==> src/rtl/oddr_pattern_ctrl_pkg.sv <==
// Shared types and PRBS7 helper for the ODDR test pattern sequencer.
package oddr_test_pkg;

    typedef enum logic [2:0] {
        CLOCK  = 3'd0,
        STATIC = 3'd1,
        WALK   = 3'd2,
        COUNT  = 3'd3,
        PRBS7  = 3'd4
    } pattern_e;

    typedef enum logic [2:0] {
        IDLE = 3'd0,
        ARM  = 3'd1,
        RUN  = 3'd2,
        GAP  = 3'd3,
        DONE = 3'd4
    } state_e;

    localparam logic [6:0] PRBS7_SEED = 7'h7F;

    // x^7 + x^6 + 1: new bit enters at bit 0 and is returned in s'[0].
    function automatic logic [6:0] prbs7_step(input logic [6:0] s);
        return {s[5:0], s[6] ^ s[5]};
    endfunction

    function automatic logic pattern_reserved(input logic [2:0] sel);
        return sel > 3'(PRBS7);
    endfunction

endpackage

==> src/rtl/oddr_pattern_ctrl_if.sv <==
// Control/data bundle between the VIO control logic and the ODDR pattern sequencer.
interface oddr_pattern_ctrl_if #(
    parameter int LANES   = 8,
    parameter int BURST_W = 16,
    parameter int GAP_W   = 8
);
    import oddr_test_pkg::*;

    // Level/strobe controls: start is a one-cycle request honoured only in IDLE
    // while enable and locked are both high; config is captured on that edge.
    logic               locked;
    logic               enable;
    logic               start;
    logic [2:0]         pattern_sel;
    logic [BURST_W-1:0] burst_len;
    logic [GAP_W-1:0]   gap_len;
    logic               loop_mode;

    logic [LANES-1:0]   d1;
    logic [LANES-1:0]   d2;
    logic               oe;
    logic               busy;
    logic               done;
    logic               aborted;
    logic               bad_pattern;
    state_e             state;

    modport master (
        output locked, enable, start, pattern_sel, burst_len, gap_len, loop_mode,
        input  d1, d2, oe, busy, done, aborted, bad_pattern, state
    );

    modport slave (
        input  locked, enable, start, pattern_sel, burst_len, gap_len, loop_mode,
        output d1, d2, oe, busy, done, aborted, bad_pattern, state
    );

endinterface

==> src/rtl/oddr_pattern_gen.sv <==
// Registered d1/d2 pattern generator; owns the PRBS7 register.
module oddr_pattern_gen
    import oddr_test_pkg::*;
#(
    parameter int LANES   = 8,
    parameter int BURST_W = 16
) (
    input  logic               clk,
    input  logic               rst_n,
    input  logic [2:0]         pattern,
    input  logic [BURST_W-1:0] beat,
    input  logic               prbs_rst,
    input  logic               prbs_adv,
    input  logic               emit,
    output logic [LANES-1:0]   d1,
    output logic [LANES-1:0]   d2
);

    logic [6:0]       prbs;
    logic [6:0]       prbs_mid;
    logic [6:0]       prbs_nxt;
    logic [LANES-1:0] beat_lanes;
    logic [LANES-1:0] walk;
    logic [31:0]      walk_idx;
    logic [LANES-1:0] d1_n;
    logic [LANES-1:0] d2_n;

    if (LANES <= BURST_W) begin : g_trunc
        assign beat_lanes = beat[LANES-1:0];
    end else begin : g_ext
        assign beat_lanes = {{(LANES-BURST_W){1'b0}}, beat};
    end

    always_comb begin
        prbs_mid = prbs7_step(prbs);
        prbs_nxt = prbs7_step(prbs_mid);
        walk_idx = 32'(beat) % 32'(LANES);
        walk     = LANES'(1) << walk_idx;
        d1_n     = '0;
        d2_n     = '0;
        if (emit) begin
            case (pattern)
                3'(CLOCK):  d1_n = '1;
                3'(STATIC): begin
                    d1_n = '1;
                    d2_n = '1;
                end
                3'(WALK):   d1_n = walk;
                3'(COUNT):  begin
                    d1_n = beat_lanes;
                    d2_n = ~beat_lanes;
                end
                // Two LFSR steps per beat: first bit on the rising edge, second on the falling.
                3'(PRBS7):  begin
                    d1_n = {LANES{prbs_mid[0]}};
                    d2_n = {LANES{prbs_nxt[0]}};
                end
                default: ;
            endcase
        end
    end

    always_ff @(posedge clk) begin
        if (!rst_n) begin
            prbs <= PRBS7_SEED;
            d1   <= '0;
            d2   <= '0;
        end else begin
            if (prbs_rst) begin
                prbs <= PRBS7_SEED;
            end else if (prbs_adv) begin
                prbs <= prbs_nxt;
            end
            d1 <= d1_n;
            d2 <= d2_n;
        end
    end

endmodule

==> src/rtl/oddr_pattern_ctrl.sv <==
// Burst/gap sequencer for the ODDR test datapath, gated by clk_wiz locked and enable.
module oddr_pattern_ctrl
    import oddr_test_pkg::*;
#(
    parameter int LANES   = 8,
    parameter int BURST_W = 16,
    parameter int GAP_W   = 8
) (
    input logic               clk,
    input logic               rst_n,
    oddr_pattern_ctrl_if.slave bus
);

    state_e             state;
    state_e             state_n;
    logic [BURST_W-1:0] beat;
    logic [BURST_W-1:0] beat_n;
    logic [GAP_W-1:0]   gap_cnt;
    logic [GAP_W-1:0]   gap_cnt_n;
    logic [2:0]         pattern_q;
    logic [BURST_W-1:0] len_q;
    logic [GAP_W-1:0]   gap_q;
    logic               loop_q;
    logic               abort;
    logic               accept;
    logic               active;
    logic               last_beat;
    logic               last_gap;
    logic               emit;
    logic               prbs_rst;
    logic               oe_q;
    logic               busy_q;
    logic               done_q;
    logic               aborted_q;
    logic               bad_q;

    always_comb begin
        state_n   = state;
        beat_n    = beat;
        gap_cnt_n = gap_cnt;
        abort     = 1'b0;
        active    = (state == ARM) || (state == RUN) || (state == GAP);
        last_beat = (beat == len_q - BURST_W'(1));
        last_gap  = (gap_cnt == gap_q - GAP_W'(1));
        unique case (state)
            IDLE: begin
                if (bus.start && bus.enable && bus.locked) begin
                    state_n = ARM;
                end
            end
            ARM: begin
                beat_n  = '0;
                state_n = (len_q != '0) ? RUN : DONE;
            end
            RUN: begin
                // A zero-length gap takes no cycles, so loops go straight back to beat 0.
                if (last_beat) begin
                    if (gap_q != '0) begin
                        state_n   = GAP;
                        gap_cnt_n = '0;
                    end else if (loop_q) begin
                        beat_n = '0;
                    end else begin
                        state_n = DONE;
                    end
                end else begin
                    beat_n = beat + BURST_W'(1);
                end
            end
            GAP: begin
                if (last_gap) begin
                    if (loop_q) begin
                        state_n = RUN;
                        beat_n  = '0;
                    end else begin
                        state_n = DONE;
                    end
                end else begin
                    gap_cnt_n = gap_cnt + GAP_W'(1);
                end
            end
            DONE:    state_n = IDLE;
            default: state_n = IDLE;
        endcase
        if (active && !(bus.enable && bus.locked)) begin
            state_n = IDLE;
            abort   = 1'b1;
        end
    end

    assign accept   = (state == IDLE) && (state_n == ARM);
    assign emit     = (state_n == RUN);
    assign prbs_rst = (state == IDLE);

    // Outputs are registered from the next state so they line up with it.
    always_ff @(posedge clk) begin
        if (!rst_n) begin
            state     <= IDLE;
            beat      <= '0;
            gap_cnt   <= '0;
            pattern_q <= '0;
            len_q     <= '0;
            gap_q     <= '0;
            loop_q    <= 1'b0;
            oe_q      <= 1'b0;
            busy_q    <= 1'b0;
            done_q    <= 1'b0;
            aborted_q <= 1'b0;
            bad_q     <= 1'b0;
        end else begin
            state   <= state_n;
            beat    <= beat_n;
            gap_cnt <= gap_cnt_n;
            if (accept) begin
                pattern_q <= bus.pattern_sel;
                len_q     <= bus.burst_len;
                gap_q     <= bus.gap_len;
                loop_q    <= bus.loop_mode;
                bad_q     <= pattern_reserved(bus.pattern_sel);
            end
            oe_q      <= (state_n == ARM) || (state_n == RUN) || (state_n == GAP);
            busy_q    <= (state_n != IDLE);
            done_q    <= (state_n == DONE);
            aborted_q <= abort;
        end
    end

    oddr_pattern_gen #(
        .LANES   (LANES),
        .BURST_W (BURST_W)
    ) u_gen (
        .clk      (clk),
        .rst_n    (rst_n),
        .pattern  (pattern_q),
        .beat     (beat_n),
        .prbs_rst (prbs_rst),
        .prbs_adv (emit),
        .emit     (emit),
        .d1       (bus.d1),
        .d2       (bus.d2)
    );

    assign bus.oe          = oe_q;
    assign bus.busy        = busy_q;
    assign bus.done        = done_q;
    assign bus.aborted     = aborted_q;
    assign bus.bad_pattern = bad_q;
    assign bus.state       = state;

endmodule

==> src/flat_wrapper.sv <==
// flat-port wrapper written by rule: the top's interface ports become plain ports
module oddr_pattern_ctrl_flat import oddr_test_pkg::*;
#(
    parameter int LANES   = 8,
    parameter int BURST_W = 16,
    parameter int GAP_W   = 8
)
  (clk, rst_n, bus_locked, bus_enable, bus_start, bus_pattern_sel, bus_burst_len, bus_gap_len, bus_loop_mode, bus_d1, bus_d2, bus_oe, bus_busy, bus_done, bus_aborted, bus_bad_pattern, bus_state);
  oddr_pattern_ctrl_if #(.LANES(LANES), .BURST_W(BURST_W), .GAP_W(GAP_W)) bus_i ();
  input logic clk;
  input logic rst_n;
  input wire logic [$bits(bus_i.locked)-1:0] bus_locked;
  input wire logic [$bits(bus_i.enable)-1:0] bus_enable;
  input wire logic [$bits(bus_i.start)-1:0] bus_start;
  input wire logic [$bits(bus_i.pattern_sel)-1:0] bus_pattern_sel;
  input wire logic [$bits(bus_i.burst_len)-1:0] bus_burst_len;
  input wire logic [$bits(bus_i.gap_len)-1:0] bus_gap_len;
  input wire logic [$bits(bus_i.loop_mode)-1:0] bus_loop_mode;
  output wire logic [$bits(bus_i.d1)-1:0] bus_d1;
  output wire logic [$bits(bus_i.d2)-1:0] bus_d2;
  output wire logic [$bits(bus_i.oe)-1:0] bus_oe;
  output wire logic [$bits(bus_i.busy)-1:0] bus_busy;
  output wire logic [$bits(bus_i.done)-1:0] bus_done;
  output wire logic [$bits(bus_i.aborted)-1:0] bus_aborted;
  output wire logic [$bits(bus_i.bad_pattern)-1:0] bus_bad_pattern;
  output wire logic [$bits(bus_i.state)-1:0] bus_state;
  assign bus_i.locked = bus_locked;
  assign bus_i.enable = bus_enable;
  assign bus_i.start = bus_start;
  assign bus_i.pattern_sel = bus_pattern_sel;
  assign bus_i.burst_len = bus_burst_len;
  assign bus_i.gap_len = bus_gap_len;
  assign bus_i.loop_mode = bus_loop_mode;
  assign bus_d1 = bus_i.d1;
  assign bus_d2 = bus_i.d2;
  assign bus_oe = bus_i.oe;
  assign bus_busy = bus_i.busy;
  assign bus_done = bus_i.done;
  assign bus_aborted = bus_i.aborted;
  assign bus_bad_pattern = bus_i.bad_pattern;
  assign bus_state = bus_i.state;
  oddr_pattern_ctrl #(.LANES(LANES), .BURST_W(BURST_W), .GAP_W(GAP_W)) u_core (.clk(clk), .rst_n(rst_n), .bus(bus_i));
endmodule
==> config.mk <==
export PLATFORM = sky130hd
export DESIGN_NAME = oddr_pattern_ctrl_flat
export DESIGN_NICKNAME = d
export VERILOG_FILES = /design/src/rtl/oddr_pattern_ctrl_pkg.sv /design/src/rtl/oddr_pattern_ctrl_if.sv /design/src/rtl/oddr_pattern_gen.sv /design/src/rtl/oddr_pattern_ctrl.sv /design/src/flat_wrapper.sv
export SDC_FILE = /design/constraint.sdc
export NUM_CORES = 1
export LEC_CHECK = 0
export BUFFER_PORTS_ARGS = -buffer_cell sky130_fd_sc_hd__clkbuf_2
export CAP_MARGIN = 20
export CORE_ASPECT_RATIO = 1.5
export CORE_UTILIZATION = 59
export CTS_CLUSTER_SIZE = 20
export DETAILED_ROUTE_END_ITERATION = 16
export PLACE_DENSITY_LB_ADDON = 0.15
export SLEW_MARGIN = 30
export SYNTH_ARGS = -nofsm -noshare
export SYNTH_HDL_FRONTEND = slang
export SYNTH_SLANG_ARGS = --single-unit
==> constraint.sdc <==
create_clock -name clk -period 3.78 [get_ports clk]
set_input_delay 0.756 -clock clk [delete_from_list [all_inputs] [get_ports clk]]
set_output_delay 0.756 -clock clk [all_outputs]
set_load 0.05 [all_outputs]
==> reports/metrics.yaml, run 1 <==
synth_cells: 574
swShare_pct: 27.5
required_ns: 4.05
rows: 39
yosysUniqueCellTypes: 67
synth_edf_count: 0
initial_core_util_pct: 61.5
leakagePower_nw: 1.98
drive_above_1_share_pct: 17.3
cts_hold_buf: 0
routedWlPerCell_um: 15.7
path_cells: "inv_1 > ha_1 > or4b_4 > or3_1 > a21o_1 > o22ai_1 > o211ai_1 > a311o_1 > a2111oi_4 > buf_4 > o21ai_1 > o22ai_1"
ys_warn_count: 0
clk_path_buf_depth: 2
multi_input_area_um2: 2900
numCtsBuffers: 9
min_period_ns: 3.62
worstPathMaxFanout: 7
nets: 655
cap_violations: 0
fin_setup_tns_ns: 0
grtUsageMet1_pct: 31.2
switchingPower_w: 0.000551
p_int_w: 0.00145
gp_congestion: 0.864
h-tree-depth: 3
routed_via_density: 5.96
yosysSeqAreaShare_pct: 35.3
clk_latency_ns: 0.35
worstPathArrival_ns: 3.89
hold_slack_ns: 0.476
coreArea_um2: 7660
synth_area_leader_cell: "dfxtp_1"
hpwl_mm: 8.23
instances_no_fill: 725
stdcell_area_um2: 5380
tritoncts: "built"
ys_async_sr_fraction_pct: 0
synth_ff_type: "dfxtp_1"
setup_viol: 0
finalCritPeriodShare_pct: 95.8
grt_pass1_vias: 4255
start_kind: "flop"
max_slew_margin_pct: 51.5
p_seq_share_pct: 45.6
fin_skew_ns: 0.00801
crit_type: "reg2reg"
final_common_cell: "nand2_1"
holdCritStartpoint: "u_core.bus.bad_pattern$_SDFFE_PN0P_"
placed_cell_area_um2: 5050
die_w_um: 75.0
grt.met2_usage_pct: 51.8
avgSynthCellArea_um2: 8.20
cts.root.buffer_cell: "clkbuf_16"
die_y_um: 111
powerDensity_nw_per_um2: 372
hold_viol: 0
use_met3_pct: 5.43
status: "complete, no violations"
vias: 4322
grt.total_usage_pct: 29.1
syn2layout_area_growth_pct: 14.2
port_buffers: 56
clock.fmax_mhz: 276
ir_worst_vdd_mv: 0.306
overflow: 0
antenna_cells: 0
cts_sinks: 83
tightest_slew_ns: 0.727
ioPinCount: 57
timing.rr.start: "u_core.gap_q[0]$_SDFFE_PN0P_"
drt_iter0_drc: 233
grt_pass1_wl_mm: 19.0
grt_max_degree: 51
yosysTopAreaCellShare_pct: 35.3
synth_area_um2: 4710
worst_path_max_delay_cell: "or4b_4"
ant_nets: 0
fp.dieArea_um2: 8350
placed_cells: 706
finalMaxSlewViolations: 0
endpoint_kind: "flop"
ff_latch_area_um2: 1660
grt_busiest_layer: "met2"
pwr-share-comb_pct: 12.7
clk_pin_slew_ns: 0.07
cp_slowest_stage_delay_ns: 0.51
clkPwrFrac_pct: 41.7
synth.area.top_cells: "dfxtp_1, nand2_1, a21boi_0"
wl_mm: 11.4
mostFrequentLayoutCells: "nand2_1, dfxtp_1, clkbuf_2"
critPathLaunch: "u_core.gap_q[0]$_SDFFE_PN0P_"
drt_drc_violations_left: 0
drtPass1Iterations: 5
fill_cells: 655
ys_ff_latch: 83
hold_path_class: "reg2reg"
antenna_found_initial: 0
syn_nets: 611
crit_top_cell: "o22ai_1"
## path summary, 6_finish.rpt
check             cells past startpoint  slack, ns                             endpoint
setup / recovery                     12       0.16        u_core.u_gen.d1[7]$_SDFF_PN0_
hold reg to reg                       2       0.48  u_core.bus.bad_pattern$_SDFFE_PN0P_
setup reg to reg                     12       0.16        u_core.u_gen.d1[7]$_SDFF_PN0_
hold / removal                        2       0.48  u_core.bus.bad_pattern$_SDFFE_PN0P_
## critical path, delay by kind of cell (launching register included)
family          cells  cell delay (ns)
compound gates      7             1.76
simple gates        2             0.88
fa+ha+maj           1             0.24
flops               1             0.37
buf+inv             2             0.29
## power by group through the flow
stage	Clock (W)	Sequential, W	Combinational (W)
after floorplan	0	0.000943	0.000173
after global placement	0	0.000931	0.000242
after detailed placement	0	0.000932	0.000249
after CTS	0.000847	0.000912	0.000251
after global routing	0.000886	0.000915	0.000280
final	0.000835	0.000913	0.000255
## layout make-up
| class | instances | share of cell area, % |
|---|---|---|
| Tap cell | 102 | 2.37 |
| Timing Repair Buffer | 66 | 7.07 |
| Inverter | 8 | 0.558 |
| Sequential cell | 83 | 30.9 |
| Clock buffer | 9 | 4.19 |
| Multi-Input combinational cell | 450 | 53.8 |
| Clock inverter | 7 | 1.12 |
## flip-flops by register name (all words and copies together), names as in the netlist, 3 cells and up
name               count
u_core.bus.state       3
u_core.pattern_q       3
u_core.len_q          16
u_core.beat           16
u_core.gap_cnt         8
u_core.u_gen.d2        8
u_core.u_gen.prbs      7
u_core.u_gen.d1        8
u_core.gap_q           8
## repair_timing
item / CTS / global route
gates resized for setup: 0 / 6
setup endpoints to repair: 0 / 29
setup buffers: 0 / 3
hold endpoints to repair: 0 / 0
## through the flow
stage	setup WS (ns)	total power, W	util, %
floorplan	0.440	0.00112	-
global placement	0.197	0.00117	65.9
detailed placement	0.0806	0.00118	65.9
CTS	0.0799	0.00201	69.6
global route	-0.0352	0.00208	70.2
finish	0.160	0.00200	70.2
## Yosys cell counts (all sizes together) (8+ instances only)
master,count
nor2,32
mux2i,10
a21boi,42
a21oi,11
o21ai,23
nor4,11
and2,9
o22ai,8
inv,8
nand3,18
xnor2,28
nand2b,8
nor3,21
o21a,14
nor2b,8
dfxtp,83
clkbuf,25
nand2,98
buf,8
and3,10
xor2,11
## logic make-up after synthesis
logic type	Yosys count	share of synthesized area (%)
AND/OR/NAND/NOR	265	30.4
buffers and inverters	41	3.51
adder cells (fa/ha/maj)	4	1.06
AO/OA/AOI/OAI	132	20.3
XOR/XNOR	39	7.25
multiplexers	10	2.13
flip-flops	83	35.3
## per-layer routing
| layer | part of all wire [%] | wire length, um |
|---|---|---|
| met5 | 0 | 0 |
| met4 | 2.9 | 335 |
| met3 | 3.2 | 368 |
| met2 | 54 | 6110 |
| met1 | 40 | 4560 |
Power figures use the tool's default switching activity.
==> run 2: changes to the inputs <==
ABC_CLOCK_PERIOD_IN_PS = 3780   (was not set)
CELL_PAD_IN_SITES_DETAIL_PLACEMENT = 0   (was not set)
CELL_PAD_IN_SITES_GLOBAL_PLACEMENT = 1   (was not set)
CORE_UTILIZATION = 45   (was 59)
CTS_BUF_LIST = sky130_fd_sc_hd__clkbuf_8   (was not set)
==> run 2 against run 1 <==
Effect of this change:
- critical path depth stayed put
- via count shrank 1.2%
- clock power decreased by 27%
==> reports/metrics.yaml, run 2 (synthesis gave the netlist of run 1 again) <==
gp_congestion: 0.845
ioPinCount: 57
hold_viol: 0
coreArea_um2: 10100
worst_path_max_delay_cell: "or4b_1"
fin_skew_ns: 0.00745
nets: 659
setup_viol: 0
endpoint_kind: "flop"
start_kind: "flop"
ir_worst_vdd_mv: 0.164
min_period_ns: 3.59
routed_via_density: 5.74
max_slew_margin_pct: 50.1
numCtsBuffers: 9
instances_no_fill: 744
cp_slowest_stage_delay_ns: 0.50
status: "complete, no violations"
die_y_um: 127
die_w_um: 85.5
antenna_cells: 0
cts_sinks: 83
grt_max_degree: 51
clock.fmax_mhz: 279
final_common_cell: "nand2_1"
drtPass1Iterations: 4
wirelength_met1_mm: 4.91
fin_ws_ns: 0.195
tritoncts: "built"
fill_cells: 1013
tightest_slew_ns: 0.749
placed_cells: 726
leakagePower_nw: 1.96
worstPathArrival_ns: 3.90
crit_top_cell: "or3_1"
top_regs: "u_core.beat: 16 flops, u_core.len_q: 16 flops"
overflow: 0
wl_mm: 11.8
rows: 45
clk_latency_ns: 0.37
worstPathMaxFanout: 7
hold_path_class: "reg2reg"
crit_type: "reg2reg"
initial_core_util_pct: 46.5
post-place-ws_ns: 0.120
syn2layout_area_growth_pct: 12.6
drt_drc_violations_left: 0
finalMaxSlewViolations: 0
finalCritPeriodShare_pct: 94.9
drive_above_1_share_pct: 18.0
mostFrequentLayoutCells: "nand2_1, dfxtp_1, clkbuf_2"
cap_violations: 0
port_buffers: 56
postLayoutCoreUtil_pct: 52.3
hpwl_mm: 8.82
dr_wl_met2_mm: 6.35
routedWlPerCell_um: 15.9
clk_pin_slew_ns: 0.09
vias: 4268
drt_iter0_drc: 152
grt_pass1_wl_mm: 20.1
powerDensity_nw_per_um2: 336
antenna_found_initial: 0
grt_pass1_vias: 4226
highest_layer: "met4"
h-tree-depth: 3
wl_met3_um: 347
cts.root.buffer_cell: "clkbuf_8"
ant_nets: 0
clk_path_buf_depth: 2
grt.total_usage_pct: 23.3
required_ns: 4.09
path_cells: "inv_1 > ha_2 > or4b_1 > or3_1 > a21o_1 > o22ai_1 > o211ai_1 > a31o_2 > and2_1 > or3_1 > nor4b_2 > o31a_1"
fp.dieArea_um2: 10900
-- run 2: cell types whose count changed in the layout (fill, tap and decap cells not counted), sizes merged --
cell and delta:
buf +4, clkbuf +1, clkinvlp -1
-- run 2: what timing repair did --
item,in CTS,in global routing
setup buffers,0,2
setup endpoints to repair,0,16
hold buffers,0,0
resized for setup,0,6
-- run 2: cell type report --
| type | count | area, um2 | share of cell area [%] |
|---|---|---|---|
| repair buffers | 70 | 385 | 7.26 |
| inverters | 8 | 30.0 | 0.566 |
| well taps | 117 | 146 | 2.76 |
| clock buffers | 10 | 138 | 2.59 |
| clock inverters | 6 | 46.3 | 0.873 |
| multi-input cells | 450 | 2900 | 54.6 |
| flip-flops and latches | 83 | 1660 | 31.3 |
-- run 2: metrics by stage --
stage / power (W) / instance area [um2] / TNS [ns] / hold slack (ns)
CTS: 0.00180 / 5280 / 0 / 0.480
floorplan: 0.00112 / 4710 / 0 / 0.441
global placement: 0.00118 / 5090 / 0 / 0.455
global route: 0.00186 / 5310 / -0.0100 / 0.501
finish: 0.00178 / 5310 / 0 / 0.473
detailed placement: 0.00119 / 5090 / 0 / 0.464
-- run 2: worst paths after layout --
check                                                    startpoint                             endpoint  slack (ns)  cells after the start
worst max register to register         u_core.gap_q[0]$_SDFFE_PN0P_        u_core.u_gen.d1[0]$_SDFF_PN0_        0.19                     12
worst max-delay path                   u_core.gap_q[0]$_SDFFE_PN0P_        u_core.u_gen.d1[0]$_SDFF_PN0_        0.19                     12
worst min-delay path            u_core.bus.bad_pattern$_SDFFE_PN0P_  u_core.bus.bad_pattern$_SDFFE_PN0P_        0.47                      2
worst min register to register  u_core.bus.bad_pattern$_SDFFE_PN0P_  u_core.bus.bad_pattern$_SDFFE_PN0P_        0.47                      2
-- run 2: worst max-delay path, delay by kind of cell (launching register included) --
family                     cells  cell delay, ns
AOI/OAI and AO/OA              5            1.05
and+or+nand+nor                5            1.80
adders and majority gates      1            0.21
buffers and inverters          1            0.08
DFF                            1            0.37
-- run 2: where the power goes --
group | switching [W] | internal (W) | leakage, nW
combinational | 0.000150 | 0.000108 | 1.20
sequential | 0.0000212 | 0.000890 | 0.671
clock | 0.000350 | 0.000262 | 0.0897
-- run 2: layer usage --
layer | up-vias | track usage [%]
li1 | 2149 | -
met1 | 2024 | 25.8
met2 | 79 | 44.0
met3 | 16 | 3.10
met4 | 0 | 9.31
met5 | - | 0
